<file path="src/rtl/plab5_mcore_mem_resp_merge_if.sv">
`default_nettype none
// ============================================================================
// Module  : plab5_mcore_mem_resp_merge_if
// Brief   : Handshake bundle for the memory response merge unit.
// Revision: 1.0
// ============================================================================
interface plab5_mcore_mem_resp_merge_if #(
  parameter int p_opaque_nbits = 8,
  parameter int p_data_nbits   = 32
);
  localparam int c_len_nbits  = $clog2(p_data_nbits / 8);
  localparam int c_cmsg_nbits = 3 + p_opaque_nbits + c_len_nbits;

  logic                                 cmsg_val;
  logic                                 cmsg_rdy;
  logic [c_cmsg_nbits-1:0]              cmsg;
  logic                                 cmsg_domain;
  logic                                 data_val;
  logic                                 data_rdy;
  logic [p_data_nbits-1:0]              data;
  logic                                 resp_val;
  logic                                 resp_rdy;
  logic [c_cmsg_nbits+p_data_nbits-1:0] resp_msg;
  logic                                 resp_domain;

  // Master drives requests into the merge unit; slave is the merge unit.
  modport master (
    output cmsg_val, cmsg, cmsg_domain, data_val, data, resp_rdy,
    input  cmsg_rdy, data_rdy, resp_val, resp_msg, resp_domain
  );

  modport slave (
    input  cmsg_val, cmsg, cmsg_domain, data_val, data, resp_rdy,
    output cmsg_rdy, data_rdy, resp_val, resp_msg, resp_domain
  );
endinterface
`default_nettype wire

</file>
<file path="src/rtl/plab5_mcore_mem_resp_merge.sv">
`default_nettype none
// ============================================================================
// Module  : plab5_mcore_mem_resp_merge
// Brief   : Joins control messages with response data words into one response.
// Revision: 1.0
// ============================================================================
module plab5_mcore_mem_resp_merge #(
  parameter int p_opaque_nbits = 8,
  parameter int p_data_nbits   = 32
) (
  input  logic                          clk,
  input  logic                          reset,
  plab5_mcore_mem_resp_merge_if.slave   bus
);

  localparam int c_len_nbits    = $clog2(p_data_nbits / 8);
  localparam int c_cmsg_nbits   = 3 + p_opaque_nbits + c_len_nbits;
  localparam int c_centry_nbits = c_cmsg_nbits + 1;
  localparam int c_nbytes       = p_data_nbits / 8;

  localparam logic [2:0] c_type_read    = 3'd0;
  localparam logic [2:0] c_type_amo_add = 3'd3;
  localparam logic [2:0] c_type_amo_and = 3'd4;
  localparam logic [2:0] c_type_amo_or  = 3'd5;

  // --------------------------------------------------------------------------
  // Control FIFO: {domain, cmsg}, two entries
  // --------------------------------------------------------------------------
  logic [c_centry_nbits-1:0] r_cq_mem [2];
  logic                      r_cq_wptr;
  logic                      r_cq_rptr;
  logic [1:0]                r_cq_count;
  logic                      w_cq_full;
  logic                      w_cq_valid;
  logic                      w_cq_enq;
  logic                      w_cq_deq;

  assign w_cq_full    = (r_cq_count == 2'd2);
  assign w_cq_valid   = (r_cq_count != 2'd0);
  assign bus.cmsg_rdy = !w_cq_full && !reset;
  assign w_cq_enq     = bus.cmsg_val && bus.cmsg_rdy;

  always_ff @(posedge clk) begin
    if (reset) begin
      r_cq_wptr  <= 1'b0;
      r_cq_rptr  <= 1'b0;
      r_cq_count <= 2'd0;
    end else begin
      if (w_cq_enq) r_cq_wptr <= ~r_cq_wptr;
      if (w_cq_deq) r_cq_rptr <= ~r_cq_rptr;
      r_cq_count <= r_cq_count + {1'b0, w_cq_enq} - {1'b0, w_cq_deq};
    end
  end

  always_ff @(posedge clk) begin
    if (w_cq_enq) r_cq_mem[r_cq_wptr] <= {bus.cmsg_domain, bus.cmsg};
  end

  // --------------------------------------------------------------------------
  // Data FIFO, two entries
  // --------------------------------------------------------------------------
  logic [p_data_nbits-1:0] r_dq_mem [2];
  logic                    r_dq_wptr;
  logic                    r_dq_rptr;
  logic [1:0]              r_dq_count;
  logic                    w_dq_full;
  logic                    w_dq_valid;
  logic                    w_dq_enq;
  logic                    w_dq_deq;

  assign w_dq_full    = (r_dq_count == 2'd2);
  assign w_dq_valid   = (r_dq_count != 2'd0);
  assign bus.data_rdy = !w_dq_full && !reset;
  assign w_dq_enq     = bus.data_val && bus.data_rdy;

  always_ff @(posedge clk) begin
    if (reset) begin
      r_dq_wptr  <= 1'b0;
      r_dq_rptr  <= 1'b0;
      r_dq_count <= 2'd0;
    end else begin
      if (w_dq_enq) r_dq_wptr <= ~r_dq_wptr;
      if (w_dq_deq) r_dq_rptr <= ~r_dq_rptr;
      r_dq_count <= r_dq_count + {1'b0, w_dq_enq} - {1'b0, w_dq_deq};
    end
  end

  always_ff @(posedge clk) begin
    if (w_dq_enq) r_dq_mem[r_dq_wptr] <= bus.data;
  end

  // --------------------------------------------------------------------------
  // Head decode and merge decision
  // --------------------------------------------------------------------------
  logic [c_centry_nbits-1:0] w_c_head;
  logic [c_cmsg_nbits-1:0]   w_head_cmsg;
  logic                      w_head_domain;
  logic [2:0]                w_head_type;
  logic [c_len_nbits-1:0]    w_head_len;
  logic [p_data_nbits-1:0]   w_d_head;
  logic                      w_needs_data;
  logic                      w_out_free;
  logic                      w_fire;
  logic [p_data_nbits-1:0]   w_resp_data;

  assign w_c_head      = r_cq_mem[r_cq_rptr];
  assign w_head_cmsg   = w_c_head[c_cmsg_nbits-1:0];
  assign w_head_domain = w_c_head[c_cmsg_nbits];
  assign w_head_type   = w_head_cmsg[c_cmsg_nbits-1 -: 3];
  assign w_head_len    = w_head_cmsg[c_len_nbits-1:0];
  assign w_d_head      = r_dq_mem[r_dq_rptr];

  // Only reads and AMOs carry data; write, init and reserved types go alone.
  always_comb begin
    w_needs_data = 1'b0;
    case (w_head_type)
      c_type_read, c_type_amo_add, c_type_amo_and, c_type_amo_or: w_needs_data = 1'b1;
      default:                                                     w_needs_data = 1'b0;
    endcase
  end

  assign w_out_free = !bus.resp_val || bus.resp_rdy;
  assign w_fire     = w_cq_valid && (!w_needs_data || w_dq_valid) && w_out_free;
  assign w_cq_deq   = w_fire;
  assign w_dq_deq   = w_fire && w_needs_data;

  // len==0 keeps the whole word; otherwise only the low len bytes survive.
  always_comb begin
    w_resp_data = '0;
    if (w_needs_data) begin
      for (int i = 0; i < c_nbytes; i++) begin
        if ((w_head_len == '0) || (i < int'(w_head_len)))
          w_resp_data[8*i +: 8] = w_d_head[8*i +: 8];
      end
    end
  end

  // --------------------------------------------------------------------------
  // Output pipeline register
  // --------------------------------------------------------------------------
  logic                                 r_resp_val;
  logic [c_cmsg_nbits+p_data_nbits-1:0] r_resp_msg;
  logic                                 r_resp_domain;

  always_ff @(posedge clk) begin
    if (reset) begin
      r_resp_val    <= 1'b0;
      r_resp_msg    <= '0;
      r_resp_domain <= 1'b0;
    end else if (w_fire) begin
      r_resp_val    <= 1'b1;
      r_resp_msg    <= {w_head_cmsg, w_resp_data};
      r_resp_domain <= w_head_domain;
    end else if (bus.resp_rdy) begin
      r_resp_val    <= 1'b0;
    end
  end

  assign bus.resp_val    = r_resp_val;
  assign bus.resp_msg    = r_resp_msg;
  assign bus.resp_domain = r_resp_domain;

endmodule
`default_nettype wire
</file>
<file path="src/flat_wrapper.sv">
// flat-port wrapper written by rule: the top's interface ports become plain ports
module plab5_mcore_mem_resp_merge_flat 
#(
  parameter int p_opaque_nbits = 8,
  parameter int p_data_nbits   = 32
)
  (clk, reset, bus_cmsg_val, bus_cmsg, bus_cmsg_domain, bus_data_val, bus_data, bus_resp_rdy, bus_cmsg_rdy, bus_data_rdy, bus_resp_val, bus_resp_msg, bus_resp_domain);
  plab5_mcore_mem_resp_merge_if #(.p_opaque_nbits(p_opaque_nbits), .p_data_nbits(p_data_nbits)) bus_i ();
  input  logic clk;
  input  logic reset;
  input wire logic [$bits(bus_i.cmsg_val)-1:0] bus_cmsg_val;
  input wire logic [$bits(bus_i.cmsg)-1:0] bus_cmsg;
  input wire logic [$bits(bus_i.cmsg_domain)-1:0] bus_cmsg_domain;
  input wire logic [$bits(bus_i.data_val)-1:0] bus_data_val;
  input wire logic [$bits(bus_i.data)-1:0] bus_data;
  input wire logic [$bits(bus_i.resp_rdy)-1:0] bus_resp_rdy;
  output wire logic [$bits(bus_i.cmsg_rdy)-1:0] bus_cmsg_rdy;
  output wire logic [$bits(bus_i.data_rdy)-1:0] bus_data_rdy;
  output wire logic [$bits(bus_i.resp_val)-1:0] bus_resp_val;
  output wire logic [$bits(bus_i.resp_msg)-1:0] bus_resp_msg;
  output wire logic [$bits(bus_i.resp_domain)-1:0] bus_resp_domain;
  assign bus_i.cmsg_val = bus_cmsg_val;
  assign bus_i.cmsg = bus_cmsg;
  assign bus_i.cmsg_domain = bus_cmsg_domain;
  assign bus_i.data_val = bus_data_val;
  assign bus_i.data = bus_data;
  assign bus_i.resp_rdy = bus_resp_rdy;
  assign bus_cmsg_rdy = bus_i.cmsg_rdy;
  assign bus_data_rdy = bus_i.data_rdy;
  assign bus_resp_val = bus_i.resp_val;
  assign bus_resp_msg = bus_i.resp_msg;
  assign bus_resp_domain = bus_i.resp_domain;
  plab5_mcore_mem_resp_merge #(.p_opaque_nbits(p_opaque_nbits), .p_data_nbits(p_data_nbits)) u_core (.clk(clk), .reset(reset), .bus(bus_i));
endmodule
</file>
<file path="config.mk">
export PLATFORM = sky130hd
export DESIGN_NAME = plab5_mcore_mem_resp_merge_flat
export DESIGN_NICKNAME = d
export VERILOG_FILES = /design/src/rtl/plab5_mcore_mem_resp_merge_if.sv /design/src/rtl/plab5_mcore_mem_resp_merge.sv /design/src/flat_wrapper.sv
export SDC_FILE = /design/constraint.sdc
export NUM_CORES = 1
export LEC_CHECK = 0
export BUFFER_PORTS_ARGS = -buffer_cell sky130_fd_sc_hd__buf_2
export CAP_MARGIN = 30
export CELL_PAD_IN_SITES_DETAIL_PLACEMENT = 0
export CELL_PAD_IN_SITES_GLOBAL_PLACEMENT = 1
export CORE_ASPECT_RATIO = 1.25
export CORE_UTILIZATION = 49
export DETAILED_ROUTE_END_ITERATION = 7
export PLACE_DENSITY_LB_ADDON = 0.1
export SLEW_MARGIN = 0
export SYNTH_ARGS = -nofsm -noshare
export SYNTH_HDL_FRONTEND = slang
export SYNTH_SLANG_ARGS = --single-unit
export TNS_END_PERCENT = 5
</file>
<file path="constraint.sdc">
create_clock -name clk -period 6.5 [get_ports clk]
set_input_delay 0.65 -clock clk [delete_from_list [all_inputs] [get_ports clk]]
set_output_delay 0.65 -clock clk [all_outputs]
set_load 0.005 [all_outputs]
</file>
==> impl_metrics.py <==
metrics = {
    "run_status": {
        "status": "finished, final reports clean",
    },
    "logic_synthesis": {
        "synthDistinctLibCells": 39,
        "synth-edff-count": 92,
        "synth_top_area_share_pct": 46.78,
        "avgSynthCellArea_um2": 14.26,
        "ys_ff_latch": 149,
        "synth.yosys.warnings": 0,
        "synth_cells": 414,
        "synthTopCellsByArea": "edfxtp_1, dfxtp_1, mux2i_1",
        "syn-num-nets": 471,
        "yosys-top-cells-count": "edfxtp_1, dfxtp_1, mux2i_1",
        "yosysSeqAreaShare_pct": 66.10,
        "synth_most_common_cell": "edfxtp_1",
        "netlist_area_um2": 5906,
        "ys_dominant_reg_cell": "edfxtp_1",
        "async_reset_ff_share_pct": 0,
        "synth.largest_area_cell": "edfxtp_1",
    },
    "global_routing": {
        "track_usage_pct": 18.23,
        "gr-total-overflow": 0,
        "grt_antenna_before_repair": 0,
        "grt_start_max_net_pins": 45,
        "grt_first_pass_wirelength_um": 16800,
        "first_global_vias": 3413,
    },
    "timing": {
        "worstMarginPinSlew_ns": 0.9591,
        "rsz0062_at_grt": "no",
        "finalHoldViolCount": 0,
        "finalSetupTns_ns": 0,
        "drv_slew": 0,
        "setup_viol": 0,
        "fin_ws_ns": 3.420,
        "slew_headroom_pct": 35.93,
        "clock.fmax_ghz": 0.3247,
        "min_period_over_period_pct": 47.38,
        "finalClockSkew_ns": 0.008068,
        "fin_crit_ns": 3.080,
    },
    "floorplanning": {
        "rows": 44,
        "die-area_um2": 12500,
        "core_um2": 11670,
        "die_x_um": 100.2,
        "die_y_um": 124.7,
        "initial_utilization_pct": 50.60,
        "io_pins": 100,
    },
    "power_and_ir_drop": {
        "leakage_uw": 0.002680,
        "p_clk_share_pct": 33.7,
        "power_frac_seq_pct": 45.5,
        "comb_power_share_pct": 20.8,
        "vdd_drop_max_mv": 0.1954,
        "switching_share_pct": 29.82,
        "p_per_area_nw_per_um2": 373.0,
        "intPower_uw": 1859,
        "power_switching_uw": 789.9,
    },
    "worst_setup_path": {
        "reg2reg_to": "u_core.r_cq_count[1]",
        "rrSetupSlack_ns": 3.42,
        "worstSetupEndpointType": "flip-flop",
        "critPathKind": "flip-flop to flip-flop",
        "arrival_ns": 3.36,
        "required_ns": 6.78,
        "crit_path_start_kind": "flip-flop",
        "rr_worst_depth": 9,
        "crit_fanout": 37,
    },
    "worst_hold_path": {
        "min_delay_worst_endpoint": "u_core.r_cq_mem[0][12]",
        "min_from": "bus_cmsg[12]",
        "holdCritPathClass": "input pin to flip-flop",
        "min_path_cells": 1,
    },
    "clock_network": {
        "cts_resized": 0,
        "cts_inserted_buffers": 17,
        "cts_buffer_depth": 2,
        "cts_tree": "built",
        "cts_hold_buf": 0,
        "cts_max_level": 4,
        "cts_setup_buffers": 0,
        "clk_pin_slew_worst_paths_ns": 0.06,
        "clock-root-buffer": "clkbuf_16",
        "cts_sinks": 149,
        "clk_latency_ns": 0.42,
    },
    "drt": {
        "first_pass_iters": 4,
        "wl_per_cell_um": 15.84,
        "ant_nets": 0,
        "drc_errors": 0,
        "wirelength_um": 10920,
        "via_per_inst": 5.192,
        "drtIter0Drc": 118,
        "vias": 3577,
    },
    "place": {
        "dpl.hpwl_um": 7272,
        "post-place-ws_ns": 3.350,
        "io_buffers": 99,
        "place.gp.congestion": 0.7120,
    },
    "cells_and_area": {
        "multi_input_area_um2": 1753,
        "n_antenna_cell": 0,
        "area_growth_pct": 20.25,
        "num-nets-final": 572,
        "fillers": 979,
        "seqCellArea_um2": 3905,
        "drive_above_1_share_pct": 33.14,
    },
    "flow_run": {
        "maxCapViolations": 0,
    },
}
[stage by stage]
step / cell area (µm²) / cells / total power, µW / utilization (%) / hold WS, ns
after floorplan: 5906 / 414 / 1607 / - / 0.4588
after global placement: 6513 / 653 / 1749 / 55.80 / 0.4546
after detailed placement: 6539 / 656 / 1777 / 56.02 / 0.4642
after CTS: 7082 / 688 / 2669 / 60.68 / 0.3974
after global routing: 7102 / 689 / 2773 / 60.85 / 0.3968
final: 7102 / 689 / 2649 / 60.85 / 0.4148
[power groups by stage]
stage	combinational, µW	clock (µW)	sequential, µW
final	552	893	1200
after global routing	607	949	1220
after CTS	540	908	1220
after detailed placement	537	0	1240
after global placement	513	0	1240
after floorplan	408	0	1200
[cells by family (layout without fill, tap and decap cells)]
logic type	after synthesis	count (layout)	synth area share, %
DFF	149	149	66.10
muxes	53	53	9.152
xor gates and xnor gates	6	6	0.8898
AOI/OAI and AO/OA	57	57	10.72
adders and majority gates	6	6	1.271
and+or+nand+nor	84	84	7.521
buffers and inverters	59	173	4.343
[cell type report]
type                            instances  area share [%]
Timing Repair Buffer                  107           8.051
Clock inverter                         14           1.603
Inverter                               34           1.797
Multi-Input combinational cell        206           24.68
Clock buffer                           18           6.043
Tap cell                              161           2.837
Sequential cell                       149           54.99
[metal layers]
layer,routed length [µm],GRT usage (%)
met3,407,5.443
met2,5736,31.83
met1,4628,20.59
met4,145,7.161
met5,0,0
[how the worst max path moves through the flow]
stage	start	to	slack (ns)	depth (start not counted)
after global placement	bus_resp_rdy	u_core.r_cq_count[0]	3.02	9
after global routing	flip-flop	u_core.r_cq_count[1]	3.21	9
after detailed placement	bus_resp_rdy	u_core.r_cq_count[1]	3.35	10
after CTS	flip-flop	u_core.r_cq_count[1]	3.39	9
after floorplan	reset	u_core.r_dq_mem[0][0]	3.39	3
final	flip-flop	u_core.r_cq_count[1]	3.42	9
[sequential cells by signal (all words and copies together), names as in the netlist, named ones only]
register / cells
u_core.r_dq_count: 2
u_core.r_cq_mem: 28
u_core.bus.resp_val: 1
u_core.bus.resp_domain: 1
u_core.r_cq_wptr: 1
u_core.r_cq_rptr: 1
u_core.r_dq_wptr: 1
u_core.r_cq_count: 2
u_core.bus.resp_msg: 45
u_core.r_dq_mem: 64
u_core.r_dq_rptr: 1
[critical path, cell delays in order (launching register included)]
cell and delay (ns):
dfxtp_1 0.93, nor2b_1 0.17, mux2_2 0.37, o31ai_4 0.20
inv_2 0.34, ha_1 0.43, inv_1 0.04, ha_1 0.19
xnor2_1 0.17, nor2_1 0.06
[cells in the final DEF, fill, tap and decap left out, types with 2 or more instances in the layout]
cell type,n
a211oi_1,2
a21oi_1,2
a31oi_1,2
and2_1,3
and3_1,8
buf_2,99
buf_4,6
clkbuf_16,17
clkinvlp_4,5
dfxtp_1,56
edfxtp_1,92
ha_1,6
inv_1,33
inv_6,7
mux2_2,4
mux2i_1,48
nand2_1,20
nand3_1,12
nand4_1,2
nand4b_1,2
nor2_1,10
nor2b_1,10
nor3_1,2
nor4_1,10
o211ai_1,9
o21ai_0,2
o221a_1,5
o221a_2,7
o32ai_1,7
o32ai_2,17
or2_2,3
xnor2_1,4
xor2_1,2
No activity file was read; power rests on OpenSTA's default activity.
